### config.mk
export PLATFORM = sky130hd
export DESIGN_NAME = alu_seq
export DESIGN_NICKNAME = d
export VERILOG_FILES = /design/src/rtl/alu_pkg.sv /design/src/rtl/alu_shift_unit.sv /design/src/rtl/alu_seq.sv
export SDC_FILE = /design/constraint.sdc
export NUM_CORES = 1
export LEC_CHECK = 0
export ABC_CLOCK_PERIOD_IN_PS = 2500
export CAP_MARGIN = 25
export CORE_ASPECT_RATIO = 0.75
export CORE_MARGIN = 2
export CORE_UTILIZATION = 35
export CTS_BUF_LIST = sky130_fd_sc_hd__clkbuf_8
export CTS_CLUSTER_DIAMETER = 100
export DETAILED_ROUTE_END_ITERATION = 10
export PLACE_DENSITY = 0.62
export REMOVE_ABC_BUFFERS = 1
export SLEW_MARGIN = 20
export SYNTH_ARGS = -nofsm -noshare
export SYNTH_HDL_FRONTEND = slang
export SYNTH_SLANG_ARGS = --single-unit
### constraint.sdc
create_clock -name clk -period 2.5 [get_ports clk]
set_input_delay 0.625 -clock clk [delete_from_list [all_inputs] [get_ports clk]]
set_output_delay 0.625 -clock clk [all_outputs]
set_load 0.05 [all_outputs]
### src/rtl/alu_pkg.sv
// -----------------------------------------------------------------------------
// alu_pkg
// Shared types for the sequential ALU: the opcode encoding, the control FSM
// state type, and a helper that classifies opcodes handled by the shift unit.
// -----------------------------------------------------------------------------
package alu_pkg;

    typedef enum logic [2:0] {
        OP_NOP   = 3'd0,
        OP_DECAC = 3'd1,
        OP_SHR   = 3'd2,
        OP_SHL   = 3'd3,
        OP_ASR   = 3'd4,
        OP_ADD   = 3'd5,
        OP_SUB   = 3'd6,
        OP_RSVD  = 3'd7
    } op_e;

    typedef enum logic [1:0] {
        ST_IDLE  = 2'd0,
        ST_SHIFT = 2'd1,
        ST_DONE  = 2'd2
    } state_e;

    function automatic logic is_shift_op(input op_e op);
        return op inside {OP_SHR, OP_SHL, OP_ASR};
    endfunction

endpackage

### src/rtl/alu_shift_unit.sv
// -----------------------------------------------------------------------------
// alu_shift_unit
// Bit-serial shifter: holds the working register, the shift mode and a
// down-counter of remaining one-bit steps.
//   clk, rst_n  clock, asynchronous active-low reset
//   i_load      capture i_data/i_mode/i_amount (start of a shift operation)
//   i_mode      shift kind (OP_SHR, OP_SHL, OP_ASR)
//   i_data      value to shift
//   i_amount    number of one-bit steps
//   i_step      perform one step this cycle (while the counter is non-zero)
//   o_next      working register after one more step
//   o_last      the coming step is the final one
// -----------------------------------------------------------------------------
module alu_shift_unit
    import alu_pkg::*;
#(
    parameter int WIDTH   = 16,
    parameter int SHAMT_W = $clog2(WIDTH)
) (
    input  logic               clk,
    input  logic               rst_n,
    input  logic               i_load,
    input  op_e                i_mode,
    input  logic [WIDTH-1:0]   i_data,
    input  logic [SHAMT_W-1:0] i_amount,
    input  logic               i_step,
    output logic [WIDTH-1:0]   o_next,
    output logic               o_last
);

    logic [WIDTH-1:0]   r_work;
    op_e                r_mode;
    logic [SHAMT_W-1:0] r_count;

    // NOTE: sequential state uses non-blocking assignments so every flop
    // samples the pre-edge values, independent of statement order.
    // NOTE: the working register is reset as well, so nothing downstream
    // ever observes X after reset, even though its value is reloaded on use.
    always_ff @(posedge clk or negedge rst_n) begin
        if (!rst_n) begin
            r_work  <= '0;
            r_mode  <= OP_NOP;
            r_count <= '0;
        end else if (i_load) begin
            r_work  <= i_data;
            r_mode  <= i_mode;
            r_count <= i_amount;
        end else if (i_step && (r_count != '0)) begin
            r_work  <= o_next;
            r_count <= r_count - SHAMT_W'(1);
        end
    end

    // NOTE: o_next gets a default before the case so no path leaves it
    // unassigned, which would otherwise infer a latch.
    always_comb begin
        o_next = r_work;
        case (r_mode)
            OP_SHR:  o_next = {1'b0, r_work[WIDTH-1:1]};
            OP_SHL:  o_next = {r_work[WIDTH-2:0], 1'b0};
            OP_ASR:  o_next = {r_work[WIDTH-1], r_work[WIDTH-1:1]};
            default: o_next = r_work;
        endcase
    end

    assign o_last = (r_count == SHAMT_W'(1));

endmodule

### src/rtl/alu_seq.sv
// -----------------------------------------------------------------------------
// alu_seq
// Sequential ALU with valid/ready handshakes. Arithmetic ops complete in one
// cycle; shifts run bit-serially in alu_shift_unit, one bit per cycle.
//   clk, rst_n          clock, asynchronous active-low reset
//   in_valid/in_ready   request handshake (in_ready high only when idle)
//   op, a, b            opcode and operands (b[SHAMT_W-1:0] = shift amount)
//   out_valid/out_ready result handshake (result held until accepted)
//   result, z, n        registered result, zero flag, borrow/negative flag
// All outputs come straight from flops.
// -----------------------------------------------------------------------------
module alu_seq
    import alu_pkg::*;
#(
    parameter int WIDTH   = 16,
    parameter int SHAMT_W = $clog2(WIDTH)
) (
    input  logic             clk,
    input  logic             rst_n,
    input  logic             in_valid,
    output logic             in_ready,
    input  logic [2:0]       op,
    input  logic [WIDTH-1:0] a,
    input  logic [WIDTH-1:0] b,
    output logic             out_valid,
    input  logic             out_ready,
    output logic [WIDTH-1:0] result,
    output logic             z,
    output logic             n
);

    state_e             r_state;
    state_e             w_state_next;
    logic               r_in_ready;
    logic               r_out_valid;
    logic [WIDTH-1:0]   r_result;
    logic               r_z;
    logic               r_n;

    logic [WIDTH-1:0]   w_result_next;
    logic               w_z_next;
    logic               w_n_next;

    op_e                w_op;
    logic               w_accept;
    logic [SHAMT_W-1:0] w_amount;
    logic               w_shift_start;
    logic [WIDTH:0]     w_sum;
    logic [WIDTH-1:0]   w_dec;
    logic [WIDTH-1:0]   w_arith_result;
    logic               w_arith_z;
    logic               w_arith_n;
    logic [WIDTH-1:0]   w_shift_next;
    logic               w_shift_last;

    assign w_op          = op_e'(op);
    assign w_accept      = in_valid && r_in_ready;
    assign w_amount      = b[SHAMT_W-1:0];
    assign w_shift_start = w_accept && is_shift_op(w_op) && (w_amount != '0);
    assign w_sum         = {1'b0, a} + {1'b0, b};
    assign w_dec         = a - WIDTH'(1);

    // Single-cycle results. A shift by zero also finishes here with result=a.
    always_comb begin
        w_arith_result = a;
        w_arith_z      = 1'b0;
        w_arith_n      = 1'b0;
        case (w_op)
            OP_DECAC: begin
                w_arith_result = w_dec;
                w_arith_z      = (w_dec == '0);
                w_arith_n      = (a == '0);
            end
            OP_SHR, OP_SHL, OP_ASR: begin
                w_arith_z = (a == '0);
            end
            OP_ADD: begin
                w_arith_result = w_sum[WIDTH-1:0];
                w_arith_z      = (w_sum[WIDTH-1:0] == '0);
                w_arith_n      = w_sum[WIDTH];
            end
            OP_SUB: begin
                w_arith_result = (a < b) ? (b - a) : (a - b);
                w_arith_z      = (a == b);
                w_arith_n      = (a < b);
            end
            default: ; // NOP and reserved pass a through with clear flags
        endcase
    end

    alu_shift_unit #(
        .WIDTH   (WIDTH),
        .SHAMT_W (SHAMT_W)
    ) u_shift (
        .clk      (clk),
        .rst_n    (rst_n),
        .i_load   (w_shift_start),
        .i_mode   (w_op),
        .i_data   (a),
        .i_amount (w_amount),
        .i_step   (r_state == ST_SHIFT),
        .o_next   (w_shift_next),
        .o_last   (w_shift_last)
    );

    // Next-state and next-output logic for the control FSM.
    always_comb begin
        w_state_next  = r_state;
        w_result_next = r_result;
        w_z_next      = r_z;
        w_n_next      = r_n;
        case (r_state)
            ST_IDLE: begin
                if (w_shift_start) begin
                    w_state_next = ST_SHIFT;
                end else if (w_accept) begin
                    w_state_next  = ST_DONE;
                    w_result_next = w_arith_result;
                    w_z_next      = w_arith_z;
                    w_n_next      = w_arith_n;
                end
            end
            ST_SHIFT: begin
                // Capture the final step's value directly into the result flop.
                if (w_shift_last) begin
                    w_state_next  = ST_DONE;
                    w_result_next = w_shift_next;
                    w_z_next      = (w_shift_next == '0);
                    w_n_next      = 1'b0;
                end
            end
            ST_DONE: begin
                if (out_ready) begin
                    w_state_next = ST_IDLE;
                end
            end
            default: w_state_next = ST_IDLE;
        endcase
    end

    // Handshake outputs are registered copies of the next-state decode so
    // they stay glitch-free and read correctly during reset.
    always_ff @(posedge clk or negedge rst_n) begin
        if (!rst_n) begin
            r_state     <= ST_IDLE;
            r_in_ready  <= 1'b1;
            r_out_valid <= 1'b0;
            r_result    <= '0;
            r_z         <= 1'b0;
            r_n         <= 1'b0;
        end else begin
            r_state     <= w_state_next;
            r_in_ready  <= (w_state_next == ST_IDLE);
            r_out_valid <= (w_state_next == ST_DONE);
            r_result    <= w_result_next;
            r_z         <= w_z_next;
            r_n         <= w_n_next;
        end
    end

    assign in_ready  = r_in_ready;
    assign out_valid = r_out_valid;
    assign result    = r_result;
    assign z         = r_z;
    assign n         = r_n;

endmodule
==> Word-level counts from Yosys, hierarchy flattened <==
Index checks and enable logic that the tools add are counted.
{ "totals": {"out_inout_bits": 20, "regBits": 45, "wordCells": 75, "inputBits": 39} }
{ "classes": {"n_lt_le_gt_ge": 1, "addsub": 5, "mux": 26, "n_eq_ne": 17, "reduce_logical": 17} }
{ "ops": {"columns": ["op", "n"], "rows": [
  ["$mux W16", 6],
  ["$pmux W16 S3", 2],
  ["$logic_not A16 Y1", 4],
  ["$pmux W16 S2", 1],
  ["$sub A16 B16 Y16", 2],
  ["$add A16 B16 Y17", 1],
  ["$eq A16 B16 Y1", 1],
  ["$lt A16 B16 Y1", 1],
  ["$sub A16 B1 Y16 const B", 1],
  ["$eq A3 B2 Y1 const B", 4],
  ["$eq A3 B3 Y1 const B", 4],
  ["$mux W2", 4],
  ["$mux W4", 2],
  ["$reduce_bool A4 Y1", 2],
  ["$mux W1", 6],
  ["$ne A2 B2 Y1 const B", 3],
  ["$pmux W2 S3", 1],
  ["$eq A2 B2 Y1 const B", 2],
  ["$eq A4 B1 Y1 const B", 1],
  ["$logic_and A1 B1 Y1", 4],
  ["$logic_not A2 Y1", 2],
  ["$pmux W1 S2", 2],
  ["$pmux W1 S4", 1],
  ["$reduce_and A4 Y1", 1],
  ["other kinds (7)", 8]
]} }

==> Logic depth before layout (Yosys ltp) <==
{ "depth": {"ltp_word": 7, "depth_mapped": 14, "ltp_nobuf": 12} }

==> By module <==
From an unflattened synthesis, not the netlist that was laid out.
{ "unflattened": {"cells_unflattened": 835, "hier_area_um2": 6351.1} }
{ "modules_own_cells": {"columns": ["mod", "cells_per_inst", "seq_area_each_um2", "area_each_um2", "instances"], "rows": [
  ["alu_seq", 612, 551.8, 4481.8, 1],
  ["alu_shift_unit", 223, 575.6, 1869.3, 1]
]} }

==> Worst setup path after synthesis <==
OpenSTA, ideal clock, no wires.
{ "synth_path": {"kind": "input -> register", "from": "input port a[11]", "to": "register r_result[4] (netlist: result[4])", "setup_time_ps": 126, "path_slack_ps": -580, "path_buffers": 1, "path_stages": 11, "t_required_ps": 2374, "arrival_time_ps": 2954, "cell_sequence": "clkbuf_1 -> inv_1 -> ha_1 -> nand2_1 -> nor4_4 -> o221ai_4 -> nand2_4 -> mux2_2 -> nor3_1 -> o31ai_1 -> a221o_1"} }
{ "synth_via": {"elab_chain_len": 6} }
{ "synth_rtl": {"columns": ["item", "line_no", "source"], "rows": [
  ["from (decl)", "alu_seq.sv:23", "input logic [WIDTH-1:0] a,"],
  ["$lt A16 B16 Y1", "alu_seq.sv:83", "w_arith_result = (a < b) ? (b - a) : (a - b);"],
  ["$mux W16", "alu_seq.sv:83", null],
  ["$pmux W16 S3", "alu_seq.sv:68", "case (w_op)"],
  ["$mux W16", "alu_seq.sv:116", "end else if (w_accept) begin"],
  ["$mux W16", "alu_seq.sv:114", "if (w_shift_start) begin"],
  ["$pmux W16 S2", "alu_seq.sv:112", "case (r_state)"],
  ["to (signal assigned)", "alu_seq.sv:155", "r_result <= w_result_next;"],
  ["to (decl)", "alu_seq.sv:36", "logic [WIDTH-1:0] r_result;"]
]} }
Every way passes these cells. The select of a mux whose other input is x is not followed.
A chain may end at the register's enable or synchronous reset.

==> Worst setup path after layout <==
{ "layout_path": {"from": "input port a[5]", "to": "register r_result[15] (netlist: result[15])"} }
{ "layout_via": {"elab_chain_len": 6, "word_cells_on_any_way": 10} }
{ "layout_rtl": {"columns": ["item", "line_no"], "rows": [
  ["$sub A16 B16 Y16 or $lt A16 B16 Y1 (tied branches)", "alu_seq.sv:83"],
  ["$mux W16", "alu_seq.sv:83"],
  ["$pmux W16 S3 (*)", "alu_seq.sv:68"],
  ["$mux W16 (*)", "alu_seq.sv:116"],
  ["$mux W16 (*)", "alu_seq.sv:114"],
  ["$pmux W16 S2 (*)", "alu_seq.sv:112"]
]} }
Every way passes the cells marked *; elsewhere a longest branch is shown, timed or not. The select of a mux whose other input is x is not followed.

==> out/qor.yml <==
async_reset_ff_share_pct: 100
cp-startpoint: "a[5]"
die_h_um: 119
grt-ovfl-total: 0
first_pass_iters: 6
layout-drive-gt1-share_pct: 45.3
synth.top_cell.area_share_pct: 17.7
clkTransAtPathRegs_ns: 0.10
yosysSeqAreaShare_pct: 18.2
initial_core_util_pct: 35.5
violations: "setup timing"
place_area_um2: 8660
nNetsFinal: 1259
dr_total_vias: 7969
grt_pass1_vias: 7791
final-setup-viol-count: 16
synth_edf_count: 0
slew_violations: 0
max_freq_ghz: 0.366
max_slew_margin_pct: 58.3
clockBufferDepth: 2
final_cells: 1407
cp-start-kind: "primary input"
ant_nets: 0
area_growth_pct: 70.3
fin_crit_sh_pct: 109
cp.arrival_ns: 2.94
cts.sinks: 45
gp_congestion: 0.975
endpoint_kind: "flop"
critical_path_class: "primary input to flop"
ys_warn_count: 0
dieArea_um2: 18800
outcome: "complete, but fails checks"
grt_max_degree: 46
ys_types: 80
post-route-drc-count: 0
fin_ws_ns: -0.230
rr_startpoint: "u_shift.r_mode[2]$_DFFE_PN0P_"
yosysTopAreaCell: "dfrtp_1"
synthCells: 858
ir_worst_vdd_v: 0.000950
io_buffer_count: 58
synth_ff_type: "dfrtp_1"
ys_ff_latch: 45
cts_root_buffer: "clkbuf_8"
die_width_um: 158
antenna_found_initial: 0
ios: 59
cts_buffers: 5
dp_cells: 1344
total_power_mw: 7.74
nFillCells: 1511
powerDensity_nw_per_um2: 732
grt_setup_unrepaired: "true"
yosys-top-cells-area: "dfrtp_1 (18%), ha_1 (11%), o21ai_0 (6.8%)"
cap_violations: 0
min_path_type: "primary input to asynchronous set/reset pin"
core.rowCount: 42
core-area_um2: 17500
finClkSkew_ns: 0.0118
synth.avg_cell_area_um2: 7.24
design_area_um2: 10600
critPathMaxFanout: 7
dpl.hpwl_mm: 19.3
h-tree-depth: 2
tightestPinTransition_ns: 0.626
detail_route.iter0.violations: 838
ys_top_cells_by_count: "nand2_1 (86), o21ai_0 (85), a21oi_1 (83)"
cts_hold_buffers: 0
period_needed_ns: 2.73
ff_latch_area_um2: 1130
grt_usage_pct: 27.6
finalHoldViolations: 0
required_ns: 2.71
clock_latency_ns: 0.31
finalWirelength_mm: 26.9
via_per_inst: 5.66
yosysMostFrequentCell: "nand2_1"
antennaDiodeCount: 0
hold_ws_ns: 0.399
cellLeakagePower_nw: 4.49
wl_per_cell_um: 19.1
multi_input_area_um2: 5850
synth_area_um2: 6210
cts_tree: "built"
grt_pass1_wl_mm: 40.9
metrics by stage:
| stage | setup WS, ns | utilization, % | setup TNS, ns |
|---|---|---|---|
| 6_report | -0.230 | 60.4 | -1.93 |
| 4_1_cts | -0.183 | 57.3 | -1.56 |
| 3_5_place_dp | -1.20 | 49.5 | -22.70 |
| 2_1_floorplan | -0.711 | - | -13.19 |
| 3_3_place_gp | -1.14 | 49.5 | -21.37 |
| 5_1_grt | -0.276 | 60.4 | -3.01 |
logic make-up after synthesis:
family          count (synthesis)  share of synthesized area (%)
xor+xnor                       28                           3.95
fa+ha+maj                      56                           11.6
buf+inv                       109                           7.01
simple gates                  290                           23.5
mux                            30                           4.96
compound gates                300                           30.8
flops                          45                           18.2
cell type report:
type                       count  area share (%)
multi-input combinational    704            55.3
clock buffer                   6           0.781
inverter                      59            2.31
sequential                    45            10.7
clock inverter                 2           0.355
tap                          242            2.86
timing repair buffer         349            27.8
worst max-delay path, stage by stage:
cell and delay (ns):
buf_8 0.10, buf_6 0.11, ha_4 0.15, or4_4 0.53, o221ai_4 0.29, nand2_8 0.13
buf_8 0.16, mux2_4 0.32, o21a_1 0.20, a211oi_2 0.26, nor3_2 0.06
layer usage:
| layer | vias up | global-route usage (%) | wire length (um) |
|---|---|---|---|
| met2 | 368 | 42.8 | 12300 |
| met4 | 0 | 6.70 | 709 |
| li1 | 3747 | - | - |
| met3 | 69 | 5.64 | 2150 |
| met1 | 3785 | 39.1 | 11700 |
| met5 | - | 0 | 0 |
final timing paths:
kind | to | slack, ns | cells after the start
min in group clk | result[1]$_DFFE_PN0P_ | 0.51 | 2
setup / recovery | result[15]$_DFFE_PN0P_ | -0.23 | 11
setup reg to reg | z$_DFFE_PN0P_ | 0.09 | 8
hold / removal | u_shift.r_work[13]$_DFFE_PN0P_ | 0.40 | 2
max in group asynchronous | u_shift.r_work[2]$_DFFE_PN0P_ | 1.67 | 2
hold reg to reg | result[1]$_DFFE_PN0P_ | 0.51 | 2
sequential cells by signal (all words and copies together) (netlist names):
| signal | count |
|---|---|
| result | 16 |
| u_shift.r_work | 16 |
| u_shift.r_count | 4 |
| u_shift.r_mode | 3 |
| r_state | 2 |
| in_ready | 1 |
| n | 1 |
| out_valid | 1 |
| z | 1 |
power by group:
part	switching, mW	internal [mW]	total (mW)
clock network	0.285	0.326	0.611
registers	0.357	1.11	1.47
logic	3.24	2.42	5.66
total	3.88	3.86	7.74
placed cells by master, fill, tap and decap left out, types with 17 or more instances in the layout:
cell               n
xnor2_1           17
dfrtp_1           44
o22ai_1           19
nor2_1            79
inv_1             31
inv_2             18
clkdlybuf4s50_1   22
buf_4            245
nand2_1           81
o21ai_0           68
ha_1              23
buf_6             54
a21oi_1           66
ha_4              24
mux2i_1           20
repair_timing:
action / 4_1_cts / 5_1_grt
pin swaps: 112 / 67
resized for setup: 376 / 98
endpoints found under the setup margin: 21 / 17
buffers inserted: 36 / 21
Note: power is estimated with default switching activity, not from simulation.
